[src/rtl/uart_cfg_core.sv]
// Parametrised UART transceiver: configurable width/parity/stop bits, fixed bit period,
// and a first-word-fall-through receive FIFO that stores per-character error status.
module uart_cfg_core #(
  parameter int DATA_BITS  = 8,
  parameter int CLK_DIV    = 16,
  parameter int PARITY_EN  = 0,
  parameter int PARITY_ODD = 0,
  parameter int STOP_BITS  = 1,
  parameter int RX_DEPTH   = 4
) (
  input  logic                             sys_clk,
  input  logic                             sys_rst_l,
  output logic                             uart_XMIT_dataH,
  input  logic                             xmitH,
  input  logic [DATA_BITS-1:0]             xmit_dataH,
  output logic                             xmit_doneH,
  output logic                             tx_busyH,
  input  logic                             uart_REC_dataH,
  output logic [DATA_BITS-1:0]             rec_dataH,
  output logic [1:0]                       rec_errH,
  output logic                             rec_readyH,
  input  logic                             rec_readH,
  output logic [$clog2(RX_DEPTH+1)-1:0]    rec_countH,
  output logic                             overrunH,
  output logic [2:0]                       tx_state,
  output logic [2:0]                       rx_state
);
  // Handshakes: a transmit request is taken on any edge where xmitH=1 and the TX FSM is idle
  // (tx_busyH=0); rec_dataH/rec_errH are valid while rec_readyH=1 and are consumed on an edge
  // where rec_readH=1 and rec_readyH=1.
  localparam int          AW        = $clog2(RX_DEPTH);
  localparam int          CW        = $clog2(RX_DEPTH + 1);
  localparam logic [15:0] DIV_M1    = 16'(CLK_DIV - 1);
  localparam logic [15:0] HALF_M1   = 16'(CLK_DIV / 2 - 1);
  localparam logic [2:0]  LAST_DATA = 3'(DATA_BITS - 1);
  localparam logic [2:0]  LAST_STOP = 3'(STOP_BITS - 1);
  localparam logic        PEN       = (PARITY_EN != 0);
  localparam logic        ODD       = (PARITY_ODD != 0);

  typedef enum logic [2:0] {S_IDLE, S_START, S_DATA, S_PARITY, S_STOP} state_t;

  // ---------------- transmitter ----------------
  state_t               tx_st;
  logic [15:0]          tx_cnt;
  logic [2:0]           tx_bit;
  logic [DATA_BITS-1:0] tx_sh;
  logic                 tx_par;
  logic                 tx_tick;

  assign tx_tick  = (tx_cnt == DIV_M1);
  assign tx_state = tx_st;

  always_ff @(posedge sys_clk or negedge sys_rst_l) begin
    if (!sys_rst_l) begin
      tx_st           <= S_IDLE;
      tx_cnt          <= '0;
      tx_bit          <= '0;
      tx_sh           <= '0;
      tx_par          <= 1'b0;
      uart_XMIT_dataH <= 1'b1;
      xmit_doneH      <= 1'b0;
      tx_busyH        <= 1'b0;
    end else begin
      xmit_doneH <= 1'b0;
      if (tx_st != S_IDLE) tx_cnt <= tx_tick ? 16'd0 : tx_cnt + 16'd1;
      case (tx_st)
        S_IDLE: if (xmitH) begin
          tx_st           <= S_START;
          tx_cnt          <= '0;
          tx_sh           <= xmit_dataH;
          tx_par          <= (^xmit_dataH) ^ ODD;
          tx_busyH        <= 1'b1;
          uart_XMIT_dataH <= 1'b0;
        end
        S_START: if (tx_tick) begin
          tx_st           <= S_DATA;
          tx_bit          <= '0;
          uart_XMIT_dataH <= tx_sh[0];
          tx_sh           <= tx_sh >> 1;
        end
        S_DATA: if (tx_tick) begin
          if (tx_bit == LAST_DATA) begin
            tx_bit <= '0;
            if (PEN) begin
              tx_st           <= S_PARITY;
              uart_XMIT_dataH <= tx_par;
            end else begin
              tx_st           <= S_STOP;
              uart_XMIT_dataH <= 1'b1;
            end
          end else begin
            tx_bit          <= tx_bit + 3'd1;
            uart_XMIT_dataH <= tx_sh[0];
            tx_sh           <= tx_sh >> 1;
          end
        end
        S_PARITY: if (tx_tick) begin
          tx_st           <= S_STOP;
          uart_XMIT_dataH <= 1'b1;
        end
        S_STOP: if (tx_tick) begin
          if (tx_bit == LAST_STOP) begin
            tx_st      <= S_IDLE;
            tx_busyH   <= 1'b0;
            xmit_doneH <= 1'b1;
          end else begin
            tx_bit <= tx_bit + 3'd1;
          end
        end
        default: tx_st <= S_IDLE;
      endcase
    end
  end

  // ---------------- receiver ----------------
  state_t               rx_st;
  logic                 rx_s1, rx_s2, rx_s3;
  logic [15:0]          rx_cnt;
  logic [2:0]           rx_bit;
  logic [DATA_BITS-1:0] rx_sh;
  logic                 rx_perr;
  logic                 rx_tick, rx_fall;
  logic                 push_v;
  logic [DATA_BITS+1:0] push_word;

  // The start bit is sampled at half a bit period, every later bit one full period on.
  assign rx_tick  = (rx_st == S_START) ? (rx_cnt == HALF_M1) : (rx_cnt == DIV_M1);
  assign rx_fall  = rx_s3 & ~rx_s2;
  assign rx_state = rx_st;

  always_ff @(posedge sys_clk or negedge sys_rst_l) begin
    if (!sys_rst_l) begin
      rx_s1     <= 1'b1;
      rx_s2     <= 1'b1;
      rx_s3     <= 1'b1;
      rx_st     <= S_IDLE;
      rx_cnt    <= '0;
      rx_bit    <= '0;
      rx_sh     <= '0;
      rx_perr   <= 1'b0;
      push_v    <= 1'b0;
      push_word <= '0;
    end else begin
      rx_s1  <= uart_REC_dataH;
      rx_s2  <= rx_s1;
      rx_s3  <= rx_s2;
      push_v <= 1'b0;
      if (rx_st != S_IDLE) rx_cnt <= rx_tick ? 16'd0 : rx_cnt + 16'd1;
      case (rx_st)
        S_IDLE: if (rx_fall) begin
          rx_st  <= S_START;
          rx_cnt <= '0;
        end
        S_START: if (rx_tick) begin
          if (rx_s2) rx_st <= S_IDLE;
          else begin
            rx_st   <= S_DATA;
            rx_bit  <= '0;
            rx_perr <= 1'b0;
          end
        end
        S_DATA: if (rx_tick) begin
          rx_sh <= {rx_s2, rx_sh[DATA_BITS-1:1]};
          if (rx_bit == LAST_DATA) begin
            rx_bit <= '0;
            rx_st  <= PEN ? S_PARITY : S_STOP;
          end else begin
            rx_bit <= rx_bit + 3'd1;
          end
        end
        S_PARITY: if (rx_tick) begin
          rx_perr <= rx_s2 ^ (^rx_sh) ^ ODD;
          rx_st   <= S_STOP;
        end
        S_STOP: if (rx_tick) begin
          // Only the first stop bit is checked; the receiver re-arms right after it.
          push_v    <= 1'b1;
          push_word <= {rx_perr, ~rx_s2, rx_sh};
          rx_st     <= S_IDLE;
        end
        default: rx_st <= S_IDLE;
      endcase
    end
  end

  // ---------------- receive FIFO ----------------
  logic [DATA_BITS+1:0] mem [RX_DEPTH];
  logic [AW-1:0]        wr_ptr, rd_ptr;
  logic [CW-1:0]        count;
  logic                 full, do_pop, do_push;
  logic [DATA_BITS+1:0] head;

  assign full    = (count == CW'(RX_DEPTH));
  assign do_pop  = rec_readH && (count != '0);
  assign do_push = push_v && (!full || do_pop);

  always_ff @(posedge sys_clk) begin
    if (do_push) mem[wr_ptr] <= push_word;
  end

  always_ff @(posedge sys_clk or negedge sys_rst_l) begin
    if (!sys_rst_l) begin
      wr_ptr   <= '0;
      rd_ptr   <= '0;
      count    <= '0;
      overrunH <= 1'b0;
    end else begin
      overrunH <= push_v && full && !do_pop;
      if (do_push) wr_ptr <= wr_ptr + AW'(1);
      if (do_pop)  rd_ptr <= rd_ptr + AW'(1);
      case ({do_push, do_pop})
        2'b10:   count <= count + CW'(1);
        2'b01:   count <= count - CW'(1);
        default: count <= count;
      endcase
    end
  end

  assign head       = (count != '0) ? mem[rd_ptr] : '0;
  assign rec_dataH  = head[DATA_BITS-1:0];
  assign rec_errH   = head[DATA_BITS+1:DATA_BITS];
  assign rec_readyH = (count != '0);
  assign rec_countH = count;

endmodule

[config.mk]
export PLATFORM = sky130hd
export DESIGN_NAME = uart_cfg_core
export DESIGN_NICKNAME = d
export VERILOG_FILES = /design/src/rtl/uart_cfg_core.sv
export SDC_FILE = /design/constraint.sdc
export NUM_CORES = 1
export LEC_CHECK = 0
export ABC_AREA = 1
export BUFFER_PORTS_ARGS = -buffer_cell sky130_fd_sc_hd__buf_2
export CAP_MARGIN = 20
export CORE_ASPECT_RATIO = 1.5
export CORE_MARGIN = 3
export CORE_UTILIZATION = 30
export CTS_CLUSTER_DIAMETER = 50
export DETAILED_ROUTE_END_ITERATION = 8
export PLACE_DENSITY = 0.44
export SETUP_SLACK_MARGIN = 0.4
export SYNTH_ARGS = -nofsm -noshare
export SYNTH_HDL_FRONTEND = slang
export SYNTH_SLANG_ARGS = --single-unit
[constraint.sdc]
create_clock -name sys_clk -period 2.5 [get_ports sys_clk]
set_input_delay 0.5 -clock sys_clk [delete_from_list [all_inputs] [get_ports sys_clk]]
set_output_delay 0.5 -clock sys_clk [all_outputs]
set_load 0.05 [all_outputs]
==> run_results.csv <==
group,metric,value,unit
synthesis,synthCells,687,
clock_tree,clockBufferDepth,2,
pwr,peakVddDrop,0.351,mV
synthesis,synthDistinctLibCells,39,
detailed_routing,post-route-drc-count,0,
timing,tns,0,ns
grt,antenna_found_initial,0,
timing,hold_ws,0.0444,ns
layout,layout.nets,773,
synthesis,synth_area,0.00612,mm^2
floorplanning,design.die.area,0.0222,mm^2
worst_setup_path,path_buf_inv,3,
worst_setup_path,r2r_cells,9,
floorplanning,top_level_ports,37,
layout,fillers,2005,
floorplanning,chipWidth,123,um
timing,hold_viol_final,0,
clock_tree,cts_max_level,4,
synthesis,avgSynthCellArea,8.91,um^2
place,port_buffers,36,
worst_setup_path,startpoint_type,"flop",
clock_tree,cts.hold.buffers_added,0,
grt,grt_pass1_wl,24100,um
place,post_dp_cell_area,0.00676,mm^2
worst_setup_path,cpPeakStageDelay,0.39,ns
detailed_routing,vias,4696,
detailed_routing,wirelength,14000,um
synthesis,synth.net_count,713,
detailed_routing,first_pass_iters,4,
timing,finalSetupViolCount,0,
floorplanning,rows,63,
timing,rsz0062_at_grt,"yes",
clock_tree,cts-buffers-inserted,17,
layout,design_area,0.00770,mm^2
synthesis,synth_common_cells,"nand2_1 (159), nor2_1 (89), dfrtp_1 (82)",
synthesis,synthTopCellsByArea,"dfrtp_1 (34%), edfxtp_1 (20%), nand2_1 (9.8%)",
detailed_routing,drtIter0Drc,247,
timing,fmax,0.460,GHz
place,dp.final_hpwl,9510,um
grt,grt_overflow_total,0,
floorplanning,coreArea,0.0199,mm^2
detailed_routing,viasPerCell,4.60,
worst_setup_path,crit_cells,7,
timing,slew_violations,0,
timing,tightestPinTransition,0.475,ns
synthesis,synth_top_cell_by_area,"dfrtp_1",
worst_setup_path,crit_path_max_fanout,11,
synthesis,ys_ff_latch,126,
floorplanning,dieHeight,181,um
floorplanning,start_util,30.7,%
clock_tree,cts_tree,"done",
detailed_routing,detail_route.wl_per_cell,13.7,um
worst_setup_path,worstPathArrival,1.67,ns
clock_tree,cts.sinks,126,
synthesis,async_flop_share,68.3,%
worst_hold_path,hold_class,"primary input to asynchronous set/reset pin",
layout,drive_gt1_share,21.2,%
synthesis,synth_edf_count,40,
layout,area_growth,25.9,%
worst_setup_path,slowest_stage,"dfrtp_2",
timing,period_minus_slack,2.17,ns
flow_run,drv_cap,0,
clock_tree,clk_latency,0.42,ns
pwr,p_leak,3.36,nW
grt,first_global_vias,4916,
worst_setup_path,path_cells,"buf_6 -> buf_12 -> nor2_1 -> nor2_1 -> o21ai_2 -> a21oi_4 -> buf_6",
timing,relSlewSlack,68.0,%
synthesis,synth_flop_cell,"dfrtp_1",
worst_setup_path,endpoint_kind,"output pin",
synthesis,yosysTopAreaCellShare,33.5,%
synthesis,ys_seq_area_share,54.9,%
worst_setup_path,path_delay_family,"buffers and inverters",
run_status,status,"completed",
detailed_routing,ant_nets,0,
pwr,power,8.08,mW
synthesis,yosysWarnings,0,
place,gp_congestion,0.825,
clock_tree,clk_pin_slew_worst_paths,0.06,ns
grt,grtUsageTotal,13.8,%
clock_tree,clockRootBuffer,"clkbuf_16",
timing,finalClockSkew,0.00974,ns
grt,grt_max_degree,34,
pwr,powerDensity,1050,mW/mm^2
worst_setup_path,worstPathRequired,2.00,ns
synthesis,synth.most_common_cell,"nand2_1",
timing,finalCritPeriodShare,87.0,%
worst_setup_path,path_class,"flop to output pin",
layout,antennaDiodeCount,0,
kinds of logic (layout without fill, tap and decap cells):
| group | after synthesis | after routing | share of synthesized area, % |
|---|---|---|---|
| and+or+nand+nor | 311 | 311 | 22.1 |
| DFF | 126 | 126 | 54.9 |
| AOI/OAI and AO/OA | 124 | 124 | 10.7 |
| buffers and inverters | 90 | 163 | 6.07 |
| xor gates and xnor gates | 16 | 16 | 2.29 |
| adders and majority gates | 13 | 13 | 2.78 |
| muxes | 7 | 7 | 1.15 |
placed cells by master, fill, tap and decap left out, types with 5 or more instances in the layout:
master,synthesis,layout
nand2_1,159,156
nor2_1,89,85
dfrtp_1,82,78
inv_1,70,67
o21ai_0,69,49
edfxtp_1,40,40
nand3_1,35,34
buf_2,3,26
o21ai_1,17,20
o21ai_2,2,19
clkbuf_16,0,17
a21oi_1,23,13
ha_1,12,12
xor2_1,11,11
a21oi_4,0,10
buf_4,2,10
buf_6,3,10
nor2_2,4,7
mux2i_1,7,7
clkinvlp_4,0,6
o22ai_1,6,6
nor2_4,4,5
nand2_4,3,5
inv_2,5,5
xnor2_1,5,5
nand4_1,5,5
buf_12,0,5
path summary, 6_finish.rpt:
| kind | slack, ns | to | startpoint |
|---|---|---|---|
| setup / recovery | 0.33 | rec_dataH[6] | rd_ptr[0]$_DFFE_PN0N_ |
| setup reg to reg | 0.54 | rec_countH[2]$_DFFE_PN0P_ | rec_countH[0]$_DFFE_PN0P_ |
| hold reg to reg | 0.37 | rx_s2$_DFF_PN1_ | rx_s1$_DFF_PN1_ |
| min in group sys_clk | 0.18 | rx_s1$_DFF_PN1_ | uart_REC_dataH |
| max in group asynchronous | 1.72 | rx_s1$_DFF_PN1_ | sys_rst_l |
| hold / removal | 0.04 | rx_bit[0]$_DFFE_PN0P_ | sys_rst_l |
layout make-up:
class | count | area [um^2] | area share [%]
Tap cell | 260 | 325 | 4.22
Timing Repair Buffer | 53 | 460 | 5.98
Sequential cell | 126 | 3360 | 43.7
Timing Repair inverter | 3 | 22.5 | 0.292
Inverter | 75 | 293 | 3.80
Clock inverter | 15 | 210 | 2.73
Multi-Input combinational cell | 471 | 2600 | 33.8
Clock buffer | 17 | 425 | 5.52
where the power goes:
group | switching, mW | leakage, nW | internal (mW)
sequential | 0.168 | 1.47 | 2.28
clock | 0.967 | 0.312 | 1.69
combinational | 1.92 | 1.58 | 1.06
total | 3.06 | 3.36 | 5.03
worst reg2reg max path, delay by kind of cell, from the launching register on:
| family | cells | cell delay (ns) |
|---|---|---|
| adders and majority gates | 2 | 0.53 |
| DFF | 1 | 0.44 |
| xor gates and xnor gates | 1 | 0.15 |
| and+or+nand+nor | 3 | 0.38 |
| AOI/OAI and AO/OA | 2 | 0.26 |
| buffers and inverters | 1 | 0.07 |
metal layers:
metal / part of all wire (%) / wire length, um / GRT usage, %
met5: 0 / 0 / 0
met4: 2.0 / 287 / 5.92
met3: 2.1 / 297 / 2.63
met2: 55 / 7730 / 25.9
met1: 41 / 5690 / 14.6
state kept, by name (all words and copies together) (netlist names), 2 cells and up:
signal	flops
tx_state	3
push_word	10
tx_cnt	16
rx_bit	3
wr_ptr	2
mem	40
rd_ptr	2
rx_sh	8
tx_bit	3
tx_sh	8
rec_countH	3
rx_state	3
rx_cnt	16
metrics by stage:
| step | setup slack, ns | util, % | std cells |
|---|---|---|---|
| 3_3_place_gp | 0.413 | 33.9 | 978 |
| 6_report | 0.326 | 38.6 | 1020 |
| 5_1_grt | 0.256 | 38.6 | 1020 |
| 4_1_cts | 0.307 | 38.4 | 1019 |
| 2_1_floorplan | 0.410 | - | 687 |
| 3_5_place_dp | 0.390 | 33.9 | 978 |
what timing repair did:
item,CTS,global route
pin swaps,2,1
cloned,4,0
gates resized for setup,69,10
endpoints found under the setup margin,10,22
setup buffers,5,1
endpoints found under the hold margin,0,0
Note: power is estimated with default switching activity, not from simulation.
